## src/rtl/mem_arb_pkg.sv

```systemverilog
// Shared types and defaults for the two-port memory arbiter.
package mem_arb_pkg;

  // Arbiter FSM: wait for a request, drive the memory for one cycle, then acknowledge.
  typedef enum logic [1:0] {
    ST_IDLE,
    ST_ACCESS,
    ST_RESP
  } state_e;

  // Port 0 is the instruction fetch side, port 1 the data access side.
  localparam logic PORT_FETCH = 1'b0;
  localparam logic PORT_DATA  = 1'b1;

  // Default geometry: 8K x 8 unified memory, up to four locked beats per owner.
  localparam int DEF_ADDR_W   = 13;
  localparam int DEF_DATA_W   = 8;
  localparam int DEF_LOCK_MAX = 4;

endpackage

```

## src/rtl/rr_arbiter2.sv

```systemverilog
// Combinational two-way round-robin pick: a lone requester wins,
// and on a tie the port that was not granted last time wins.
module rr_arbiter2
  import mem_arb_pkg::*;
(
  input  logic [1:0] req_i,
  input  logic       last_i,
  output logic       gnt_o,
  output logic       valid_o
);

  // Pick the winner from the current requests and the last owner.
  always_comb begin
    gnt_o   = PORT_FETCH;
    valid_o = |req_i;
    case (req_i)
      2'b01:   gnt_o = PORT_FETCH;
      2'b10:   gnt_o = PORT_DATA;
      2'b11:   gnt_o = ~last_i;
      default: gnt_o = PORT_FETCH;
    endcase
  end

endmodule

```

## src/rtl/mem_port_arbiter.sv

```systemverilog
// Shares the single-port unified memory between instruction fetch (port 0)
// and data access (port 1). One access takes ACCESS + RESP, so a busy port
// gets one beat every two cycles. An owner holding lock keeps the memory
// for up to LOCK_MAX back-to-back beats before the other port gets a turn.
module mem_port_arbiter
  import mem_arb_pkg::*;
#(
  parameter int ADDR_W   = DEF_ADDR_W,
  parameter int DATA_W   = DEF_DATA_W,
  parameter int LOCK_MAX = DEF_LOCK_MAX
) (
  input  logic              clk,
  input  logic              rst,
  input  logic              req0,
  input  logic              req1,
  input  logic              we0,
  input  logic              we1,
  input  logic              lock0,
  input  logic              lock1,
  input  logic [ADDR_W-1:0] addr0,
  input  logic [ADDR_W-1:0] addr1,
  input  logic [DATA_W-1:0] wdata0,
  input  logic [DATA_W-1:0] wdata1,
  output logic              ack0,
  output logic              ack1,
  output logic [DATA_W-1:0] rdata0,
  output logic [DATA_W-1:0] rdata1,
  output logic [ADDR_W-1:0] mem_address,
  output logic [DATA_W-1:0] mem_inData,
  output logic              mem_writeEn,
  input  logic [DATA_W-1:0] mem_outData,
  output logic              busy,
  output logic              owner
);

  localparam int CNT_W = $clog2(LOCK_MAX + 1);

  state_e             state_q,   state_d;
  logic               owner_q,   owner_d;
  logic [CNT_W-1:0]   beatCnt_q, beatCnt_d;
  logic [ADDR_W-1:0]  addr_q,    addr_d;
  logic [DATA_W-1:0]  wdata_q,   wdata_d;
  logic               we_q,      we_d;
  logic               lock_q,    lock_d;
  logic [DATA_W-1:0]  rdata0_q,  rdata0_d;
  logic [DATA_W-1:0]  rdata1_q,  rdata1_d;

  logic arbGnt;
  logic arbValid;
  logic ownerReq;
  logic doLatch;
  logic latchPort;

  rr_arbiter2 u_arb (
    .req_i   ({req1, req0}),
    .last_i  (owner_q),
    .gnt_o   (arbGnt),
    .valid_o (arbValid)
  );

  assign ownerReq = (owner_q == PORT_DATA) ? req1 : req0;

  // Next-state logic: grant, drive the memory for one cycle, acknowledge,
  // then either continue a locked burst, re-arbitrate, or fall back to idle.
  always_comb begin
    state_d   = state_q;
    owner_d   = owner_q;
    beatCnt_d = beatCnt_q;
    addr_d    = addr_q;
    wdata_d   = wdata_q;
    we_d      = we_q;
    lock_d    = lock_q;
    rdata0_d  = rdata0_q;
    rdata1_d  = rdata1_q;
    doLatch   = 1'b0;
    latchPort = PORT_FETCH;

    case (state_q)
      ST_IDLE: begin
        if (arbValid) begin
          doLatch   = 1'b1;
          latchPort = arbGnt;
          owner_d   = arbGnt;
          beatCnt_d = CNT_W'(1);
          state_d   = ST_ACCESS;
        end
      end
      ST_ACCESS: begin
        if (!we_q) begin
          if (owner_q == PORT_DATA) rdata1_d = mem_outData;
          else                      rdata0_d = mem_outData;
        end
        state_d = ST_RESP;
      end
      ST_RESP: begin
        if (lock_q && ownerReq && (beatCnt_q < CNT_W'(LOCK_MAX))) begin
          doLatch   = 1'b1;
          latchPort = owner_q;
          beatCnt_d = beatCnt_q + CNT_W'(1);
          state_d   = ST_ACCESS;
        end else if (arbValid) begin
          doLatch   = 1'b1;
          latchPort = arbGnt;
          owner_d   = arbGnt;
          beatCnt_d = CNT_W'(1);
          state_d   = ST_ACCESS;
        end else begin
          state_d = ST_IDLE;
        end
      end
      default: state_d = ST_IDLE;
    endcase

    if (doLatch) begin
      if (latchPort == PORT_DATA) begin
        addr_d  = addr1;
        wdata_d = wdata1;
        we_d    = we1;
        lock_d  = lock1;
      end else begin
        addr_d  = addr0;
        wdata_d = wdata0;
        we_d    = we0;
        lock_d  = lock0;
      end
    end
  end

  // State register; reset drops anything in flight and makes port 0 win the first tie.
  always_ff @(posedge clk) begin
    if (rst) begin
      state_q   <= ST_IDLE;
      owner_q   <= PORT_DATA;
      beatCnt_q <= '0;
      addr_q    <= '0;
      wdata_q   <= '0;
      we_q      <= 1'b0;
      lock_q    <= 1'b0;
      rdata0_q  <= '0;
      rdata1_q  <= '0;
    end else begin
      state_q   <= state_d;
      owner_q   <= owner_d;
      beatCnt_q <= beatCnt_d;
      addr_q    <= addr_d;
      wdata_q   <= wdata_d;
      we_q      <= we_d;
      lock_q    <= lock_d;
      rdata0_q  <= rdata0_d;
      rdata1_q  <= rdata1_d;
    end
  end

  // The latched fields drive the memory pins directly so the address holds
  // between accesses; write enable is only ever raised in ACCESS and never under reset.
  assign mem_address = addr_q;
  assign mem_inData  = wdata_q;
  assign mem_writeEn = (state_q == ST_ACCESS) && we_q && !rst;
  assign ack0        = (state_q == ST_RESP) && (owner_q == PORT_FETCH) && !rst;
  assign ack1        = (state_q == ST_RESP) && (owner_q == PORT_DATA) && !rst;
  assign rdata0      = rdata0_q;
  assign rdata1      = rdata1_q;
  assign busy        = (state_q != ST_IDLE);
  assign owner       = owner_q;

endmodule

```

## config.mk

```make
export PLATFORM = sky130hd
export DESIGN_NAME = mem_port_arbiter
export DESIGN_NICKNAME = d
export VERILOG_FILES = /design/src/rtl/mem_arb_pkg.sv /design/src/rtl/rr_arbiter2.sv /design/src/rtl/mem_port_arbiter.sv
export SDC_FILE = /design/constraint.sdc
export NUM_CORES = 1
export LEC_CHECK = 0
export CAP_MARGIN = 20
export CORE_ASPECT_RATIO = 0.5
export CORE_MARGIN = 2
export CORE_UTILIZATION = 35
export CTS_CLUSTER_SIZE = 14
export DETAILED_ROUTE_END_ITERATION = 8
export GPL_TIMING_DRIVEN = 1
export HOLD_SLACK_MARGIN = 0.03
export PLACE_DENSITY = 0.7
export SETUP_SLACK_MARGIN = 0.2
export SLEW_MARGIN = 20
export SYNTH_ARGS = -nofsm -noshare
export SYNTH_HDL_FRONTEND = slang
export SYNTH_SLANG_ARGS = --single-unit
```

## constraint.sdc

```tcl
create_clock -name clk -period 1.3 [get_ports clk]
set_input_delay 0.195 -clock clk [delete_from_list [all_inputs] [get_ports clk]]
set_output_delay 0.195 -clock clk [all_outputs]
set_load 0.01 [all_outputs]
```

### Word level (Yosys, flattened, before mapping)

Cells that the tools add are included.

| operators by class | value |
|---|---|
| reduce and logical (&&, ||, !) cells | 16 |
| order comparisons | 1 |
| muxes and demuxes | 22 |
| bitwise logic cells | 2 |
| shift-type cells | 0 |
| $mul | 0 |
| equal/unequal tests | 6 |
| div/mod/pow operators | 0 |
| add/sub/neg operators | 1 |

Operator list:

| cell | count |
|---|---|
| 2-to-1 mux 13 bit | 1 |
| 2-to-1 mux 1 bit | 11 |
| logical AND 1 bit | 8 |
| 2-to-1 mux 8 bit | 1 |
| one-hot mux 1 bit (2 select lines) | 4 |
| equality test 2 bit, second input constant | 3 |
| 2-to-1 mux 3 bit | 2 |
| one-hot mux 2 bit (3 select lines) | 1 |
| one-hot mux 3 bit (2 select lines) | 1 |
| AND reduction 3 bit | 2 |
| inequality test 2 bit, second input constant | 2 |
| nonzero test 2 bit | 2 |
| adder 3 x 1 -> 3 bit, second input constant | 1 |
| less-than comparator 3 bit, second input constant | 1 |
| equality test 2 x 1 -> 1 bit, second input constant | 1 |
| logical NOT 2 bit | 1 |
| 2-to-1 mux 2 bit | 1 |
| inverter 1 bit | 2 |
| AND reduction 2 bit | 1 |
| OR reduction 2 bit | 1 |
| logical NOT 1 bit | 1 |

| storage, ports and cells | value |
|---|---|
| memory bits (read-only) | 0 |
| word-level logic and storage cells | 57 |
| input port bits | 58 |
| bits in latches | 0 |
| RAM bits | 0 |
| bits in registers | 45 |
| memories kept | 0 |

### Depth between registers and ports, before layout

Gate-level depths: netlist of the first run.

| depth | value |
|---|---|
| word-level depth | 6 |
| depth in mapped cells | 6 |

### Modules after synthesis

From an unflattened synthesis of the first run, not the netlist that was laid out.

| unflattened totals | value |
|---|---|
| cell total of the unflattened synthesis | 261 |
| area total of the unflattened synthesis | 2304.7 sq um |

Modules (own cells, without submodules):

| module | times used | cells each | area an instance (sq um) |
|---|---|---|---|
| mem_port_arbiter | 1 | 259 | 2290.9 |
| rr_arbiter2 | 1 | 2 | 13.8 |

### Least setup slack after synthesis of the first run

Ideal clock, no wire load.

| path | value |
|---|---|
| kind | register to register |
| start | reg owner_q, in the netlist owner |
| end | reg rdata1_q[0], in the netlist rdata1[0] |
| required time | 1.172 ns |
| arrival time | 1.245 ns |
| library setup time | 0.128 ns |
| stages on the path, launching flop included | 6 |
| setup slack | -0.072 ns |
| cells stage by stage | dfxtp_1 -> buf_6 -> inv_6 -> nor3_4 -> mux2i_1 -> nor2_1 |

| on the way | value |
|---|---|
| longest elaborated chain between the ends | 1 |

RTL lines:

| element | RTL line | RTL |
|---|---|---|
| start: declaration | mem_port_arbiter.sv:39 | `logic owner_q, owner_d;` |
| start signal: assignment | mem_port_arbiter.sv:143 | `owner_q <= owner_d;` |
| AND reduction 3 bit (no line) | - |  |
| end signal: assignment | mem_port_arbiter.sv:150 | `rdata1_q <= rdata1_d;` |
| end: declaration | mem_port_arbiter.sv:46 | `logic [DATA_W-1:0] rdata1_q, rdata1_d;` |

No other way between the ends.
A chain may end at the register's enable or synchronous reset.

### Final worst setup path of the first run

| path | value |
|---|---|
| start | reg state_q[1] |
| end | reg addr_q[7], in the netlist mem_address[7] |

| on the way | value |
|---|---|
| longest elaborated chain between the ends | 3 |
| elaborated cells on any way between the ends | 5 |

RTL lines:

| element | RTL line | RTL |
|---|---|---|
| start: declaration | mem_port_arbiter.sv:38 | `state_e state_q, state_d;` |
| start signal: assignment | mem_port_arbiter.sv:142 | `state_q <= state_d;` |
| equality test 2 bit / logical NOT 2 bit (equally long branches) | mem_port_arbiter.sv:78 | `case (state_q)` |
| one-hot mux 1 bit (2 select lines) | mem_port_arbiter.sv:78 |  |
| 2-to-1 mux 13 bit | mem_port_arbiter.sv:115 | `if (latchPort == PORT_DATA) begin` |
| end signal: assignment | mem_port_arbiter.sv:145 | `addr_q <= addr_d;` |
| end: declaration | mem_port_arbiter.sv:41 | `logic [ADDR_W-1:0] addr_q, addr_d;` |

Parallel ways exist; a longest one is shown, timed or not.

==> results of run 1 <==
## cell families (layout without fill, tap and decap cells)
family / Yosys count / count (layout)
simple gates: 87 / 87
mux: 9 / 9
fa+ha+maj: 1 / 1
compound gates: 63 / 63
buf+inv: 30 / 152
xor+xnor: 2 / 2
flops: 45 / 45
## what timing repair did
item / in CTS / in global routing
setup endpoints to repair: 86 / 79
cloned: 0 / 3
pin swaps: 27 / 13
buffers inserted: 6 / 3
gates resized for setup: 108 / 69
## per-stage QoR
| step | std cells | utilization | worst slack (ns) |
|---|---|---|---|
| after floorplan | 237 | - | 0.0252 |
| after global placement | 416 | 0.591 | -0.420 |
| after detailed placement | 416 | 0.591 | -0.464 |
| after CTS | 430 | 0.649 | -0.0804 |
| after global routing | 436 | 0.689 | -0.178 |
| final | 436 | 0.689 | -0.0825 |
## worst max-delay path, cell delays in order, from the launching register on
cell	delay, ns
dfxtp_2	0.37
and3b_2	0.33
xnor2_4	0.11
buf_12	0.17
o2111ai_1	0.18
nand3_1	0.10
## sequential cells by signal, summed over array words and instances, names as in the netlist
name,cells
mem_inData,8
owner,1
state_q,2
beatCnt_q,3
rdata0,8
rdata1,8
mem_address,13
we_q,1
lock_q,1
## power groups by stage
| stage | sequential (mW) | combinational (mW) | clock, mW |
|---|---|---|---|
| after detailed placement | 1.57 | 0.952 | 0 |
| after global placement | 1.57 | 0.936 | 0 |
| final | 1.54 | 1.10 | 1.67 |
| after global routing | 1.55 | 1.16 | 1.75 |
| after floorplan | 1.60 | 0.405 | 0 |
| after CTS | 1.54 | 0.982 | 1.68 |
## synthesized netlist by cell type (2+ instances only)
cell type | count | share of area
a21oi_1 | 8 | 0.019
mux2i_1 | 9 | 0.042
nor2_1 | 12 | 0.021
o2111ai_1 | 46 | 0.19
a22o_1 | 2 | 0.0082
nand2_1 | 40 | 0.070
buf_1 | 3 | 0.0053
dfxtp_1 | 45 | 0.42
buf_6 | 6 | 0.032
clkbuf_1 | 11 | 0.019
buf_2 | 6 | 0.014
xnor2_4 | 2 | 0.026
inv_1 | 3 | 0.0053
nand3_1 | 25 | 0.058
## how the worst max path moves through the flow
stage / from / endpoint / slack [ns] / cells after the start
detailed placement: rst / ack0 / -0.46 / 5
finish: state_q[1]$_SDFFE_PP0P_ / mem_address[7]$_SDFFE_PP0P_ / -0.08 / 5
CTS: beatCnt_q[2]$_SDFFE_PP0P_ / mem_address[7]$_SDFFE_PP0P_ / -0.08 / 5
floorplan: owner$_SDFFE_PP1P_ / rdata1[0]$_SDFFE_PP0P_ / 0.03 / 5
global route: beatCnt_q[2]$_SDFFE_PP0P_ / mem_address[7]$_SDFFE_PP0P_ / -0.18 / 5
global placement: rst / mem_writeEn / -0.42 / 4
## layer usage
| metal | up-vias | wire (um) | track usage |
|---|---|---|---|
| li1 | 1135 | - | - |
| met1 | 1182 | 3310 | 0.259 |
| met2 | 78 | 4160 | 0.413 |
| met3 | 4 | 418 | 0.0409 |
| met4 | 0 | 43 | 0.0523 |
| met5 | - | 0 | 0 |
## area by class of cell
class,count,area share
clock buffers,5,0.0304
flip-flops and latches,45,0.221
multi-input cells,162,0.362
inverters,4,0.00547
clock inverters,3,0.0167
repair buffers,140,0.341
well taps,77,0.0234
==> flow_summary_export.csv, run 1 <==
group,metric,value,unit
floorplanning,design.core.area,5980,um^2
routing,wl,7930,um
global_routing,gr-total-overflow,0,
worst_setup_path,worstRegToRegCells,5,
power,p_sw,1.15,mW
yosys,synth-edff-count,0,
power,pwr-share-seq,0.358,
worst_setup_path,cp.arrival,1.55,ns
sta,maxSlewHeadroom,0.728,
sta,fin_crit_sh,1.06,
cells_and_area,syn_to_final_growth,92.3,%
cells_and_area,nFillCells,433,
cells_and_area,regArea,911,um^2
clock_tree,path_clk_slew,0.07,ns
power,p_per_area,1050,nW/um^2
sta,setup_violations,33,
global_routing,grt_pass1_vias,2324,
hold_path,min_path_type,"in2reg",
clock_tree,holdBufCountCts,0,
routing,antenna_left,0,
clock_tree,clkSinkCount,45,
worst_setup_path,worstPathRequired,1.47,ns
place,placed_cell_area,3530,um^2
yosys,synth.yosys.seq_area_share,0.421,
cells_and_area,diodes,0,
status,status,"complete, but fails checks",
sta,hold_viol,0,
sta,holdWs,0.358,ns
routing,firstDrtPassIters,5,
routing,drt-initial-drc-count,142,
floorplanning,row_count,20,
worst_setup_path,crit_fanout,15,
cells_and_area,multi_input_area,1490,um^2
place,routabilityCongestion,0.787,
worst_setup_path,crit_path_end_kind,"flip-flop",
floorplanning,chipHeight,59.3,um
floorplanning,chipWidth,115,um
routing,wire_per_inst,18.2,um
worst_setup_path,crit_type,"reg2reg",
power,combinationalPowerShare,0.255,
sta,final_max_slew_viol_count,0,
routing,vias,2399,
yosys,synth_fp_nets,296,
yosys,ys_ff_latch,45,
sta,setup_ws,-0.0825,ns
worst_setup_path,regToRegSetupSlack,-0.08,ns
yosys,synthArstFlopShare,0,
sta,worstMarginPinSlew,0.408,ns
yosys,synth_xor_area_frac,0.0257,
power,ir_worst_vdd,769,uV
yosys,synth_simple_gate_area_share,0.187,
routing,remaining_drc_errors,0,
global_routing,grt_pass1_wl,11500,um
yosys,synth_flop_cell,"dfxtp_1",
global_routing,grt_max_degree,48,
global_routing,antenna_found_initial,0,
worst_setup_path,r2r-start,"state_q[1]$_SDFFE_PP0P_",
power,pwr-share-clk,0.387,
cells_and_area,final_common_cell,"clkdlybuf4s50_1",
sta,fin_crit,1.38,ns
yosys,synth_top_family_by_area,"compound AO/OA/AOI/OAI gates",
power,fin_total_pwr,4.31,mW
floorplanning,io_pins,100,
worst_setup_path,startpoint_type,"flip-flop",
clock_tree,numCtsBuffers,5,
clock_tree,cts_root_buffer,"clkbuf_16",
clock_tree,clock_path_buffers,2,
global_routing,grt_usage,0.218,
cells_and_area,mostFrequentLayoutCells,"clkdlybuf4s50_1, dfxtp_1, o2111ai_2",
place,post-dp-hpwl,4900,um
yosys,yosysWarnings,0,
cells_and_area,drive_gt1_frac,0.412,
status,violations,"setup timing",
floorplanning,initial_core_util,0.358,
yosys,synth_area,2140,um^2
sta,max_freq,0.723,GHz
power,p_leak,1.54,nW
power,swShare,0.267,
clock_tree,cts_max_level,2,
yosys,synthCells,237,
hold_path,min_to,"state_q[1]$_SDFFE_PP0P_",
power,p_int,3.16,mW
clock_tree,cts_tree,"yes",
cells_and_area,nets,417,
sta,tns,-1.72,ns
place,portBuffers,99,
worst_setup_path,rr_endpoint,"mem_address[7]$_SDFFE_PP0P_",
run,max_cap_violations,0,
floorplanning,die-area,6800,um^2
cells_and_area,design_area,4120,um^2
yosys,synth_compound_area_frac,0.239,
sta,grt_setup_unrepaired,"true",
yosys,synthAdderAreaFrac,0.00584,
sta,final.setup_skew,0.00343,ns
hold_path,holdPathStages,2,
yosys,synthMuxAreaShare,0.0421,
routing,routed_via_density,5.50,
yosys,ys_types,33,
clock_tree,worstSkewPairLatency,0.28,ns
yosys,synth_area_per_cell,9.04,um^2
hold_path,hold_start,"rst",
Power figures use the tool's default switching activity.
==> run 2, diff against run 1 <==
--- a/config.mk
+++ b/config.mk
@@ -9,11 +9,13 @@
 export CORE_ASPECT_RATIO = 0.5
 export CORE_MARGIN = 2
 export CORE_UTILIZATION = 35
+export CTS_CLUSTER_DIAMETER = 60
 export CTS_CLUSTER_SIZE = 14
 export DETAILED_ROUTE_END_ITERATION = 8
+export DONT_BUFFER_PORTS = 1
 export GPL_TIMING_DRIVEN = 1
 export HOLD_SLACK_MARGIN = 0.03
-export PLACE_DENSITY = 0.7
+export PLACE_DENSITY = 0.48
 export SETUP_SLACK_MARGIN = 0.2
 export SLEW_MARGIN = 20
 export SYNTH_ARGS = -nofsm -noshare
==> flow_summary_export.csv, run 2 (synthesis gave the netlist of run 1 again) <==
group,metric,value,unit
routing,met3_length,585,um
clock_tree,cts_root_buffer,"clkbuf_16",
global_routing,antenna_found_initial,0,
status,status,"complete, but fails checks",
routing,met1_length,2860,um
cells_and_area,diodes,0,
routing,wire_per_inst,19.7,um
worst_setup_path,crit_fanout,15,
cells_and_area,final_common_cell,"o2111ai_2",
clock_tree,clkSinkCount,45,
routing,drt-initial-drc-count,99,
sta,setup_ws,-0.0599,ns
cells_and_area,mostFrequentLayoutCells,"o2111ai_2, dfxtp_1, nand2_1",
floorplanning,row_count,20,
routing,firstDrtPassIters,4,
clock_tree,numCtsBuffers,5,
routing,routed_via_density,5.95,
hold_path,min_path_type,"in2reg",
place,portBuffers,0,
sta,final_max_slew_viol_count,0,
place,post-dp-hpwl,4240,um
sta,setup_violations,20,
floorplanning,design.core.area,5980,um^2
floorplanning,die-area,6800,um^2
sta,max_freq,0.735,GHz
routing,highest_layer,"met3",
routing,vias,1951,
floorplanning,chipWidth,115,um
status,violations,"hold timing, setup timing",
cells_and_area,multi_input_area,1480,um^2
clock_tree,cts_max_level,2,
floorplanning,io_pins,100,
clock_tree,worstSkewPairLatency,0.28,ns
power,fin_total_pwr,3.47,mW
power,p_per_area,1130,nW/um^2
cells_and_area,nets,309,
power,p_leak,1.04,nW
sta,grt_setup_unrepaired,"true",
global_routing,grt_pass1_wl,9770,um
worst_setup_path,startpoint_type,"flip-flop",
sta,fin_crit,1.36,ns
routing,wl,6460,um
clock_tree,cts_tree,"yes",
floorplanning,initial_core_util,0.358,
cells_and_area,drive_gt1_frac,0.494,
global_routing,gr-total-overflow,0,
routing,antenna_left,0,
place,routabilityCongestion,0.758,
cells_and_area,regArea,911,um^2
clock_tree,path_clk_slew,0.06,ns
worst_setup_path,cp.arrival,1.52,ns
cells_and_area,syn_to_final_growth,43.5,%
worst_setup_path,crit_path_end_kind,"flip-flop",
sta,maxSlewHeadroom,0.801,
global_routing,grt_usage,0.186,
routing,dr_wl_met2,3010,um
cells_and_area,largest_reg_flops,13,
worst_setup_path,worstPathRequired,1.46,ns
sta,fin_crit_sh,1.05,
sta,final.setup_skew,0.00510,ns
floorplanning,chipHeight,59.3,um
clock_tree,clock_path_buffers,2,
run,max_cap_violations,0,
routing,remaining_drc_errors,0,
worst_setup_path,crit_type,"reg2reg",
sta,worstMarginPinSlew,0.299,ns
sta,holdWs,-0.0249,ns
cells_and_area,nFillCells,537,
global_routing,grt_pass1_vias,1941,
power,ir_worst_vdd,484,uV
sta,hold_viol,17,
global_routing,grt_max_degree,29,
==> run 2: changes by cell type in the layout (fill, tap and decap cells not counted), sizes merged <==
cell / delta
clkdlybuf4s50: -54
clkdlybuf4s15: -23
buf: -13
dlygate4sd2: -9
clkbuf: -6
bufinv: -2
inv: -1
==> run 2: final timing paths <==
kind                              from  cells after the start                        end  slack (ns)
max            state_q[1]$_SDFFE_PP0P_                      5        lock_q$_SDFFE_PP0P_       -0.06
min                                rst                      1    state_q[1]$_SDFFE_PP0P_       -0.02
max reg2reg    state_q[1]$_SDFFE_PP0P_                      5        lock_q$_SDFFE_PP0P_       -0.06
min reg2reg  beatCnt_q[1]$_SDFFE_PP0P_                      1  beatCnt_q[1]$_SDFFE_PP0P_        0.49
==> run 2: final cells by class <==
cell class,instances,share of cell area
Timing Repair Buffer,32,0.140
Inverter,4,0.00733
Tap cell,77,0.0314
Clock buffer,8,0.0444
Multi-Input combinational cell,162,0.480
Sequential cell,45,0.296
==> run 2: worst max-delay path: stages, from the launching register on <==
cell       delay, ns
dfxtp_2         0.33
and3b_2         0.27
xnor2_4         0.17
buf_12          0.17
o2111ai_1       0.20
nand3_1         0.10
==> run 2: repair_timing <==
action                                  CTS  global route
gates resized for setup                  40            26
gates cloned                              2             1
endpoints found under the setup margin   49            48
buffers inserted                          4             1
hold endpoints to repair                 18            18
pin swaps                                21            16
==> run 2: report_power, final <==
part           internal [mW]  total [mW]  switching [mW]
registers               1.48        1.59           0.117
clock network          0.715        1.22           0.501
logic                  0.329       0.663           0.334
==> run 2: routing by layer <==
metal  global-route usage  vias up
met2                0.298       76
met5                    0        -
li1                     -      917
met4               0.0279        0
met1                0.242      958
met3               0.0777        0
==> run 2: per-stage QoR <==
stage	setup TNS, ns	utilization	setup slack (ns)	instances	cell area, um^2
final	-0.285	0.514	-0.0599	328	3070
after detailed placement	-2.55	0.427	-0.149	312	2550
after global routing	-1.85	0.514	-0.128	328	3070
after floorplan	0	-	0.0252	237	2350
after CTS	-0.284	0.491	-0.0357	326	2930
after global placement	-1.91	0.427	-0.119	312	2550
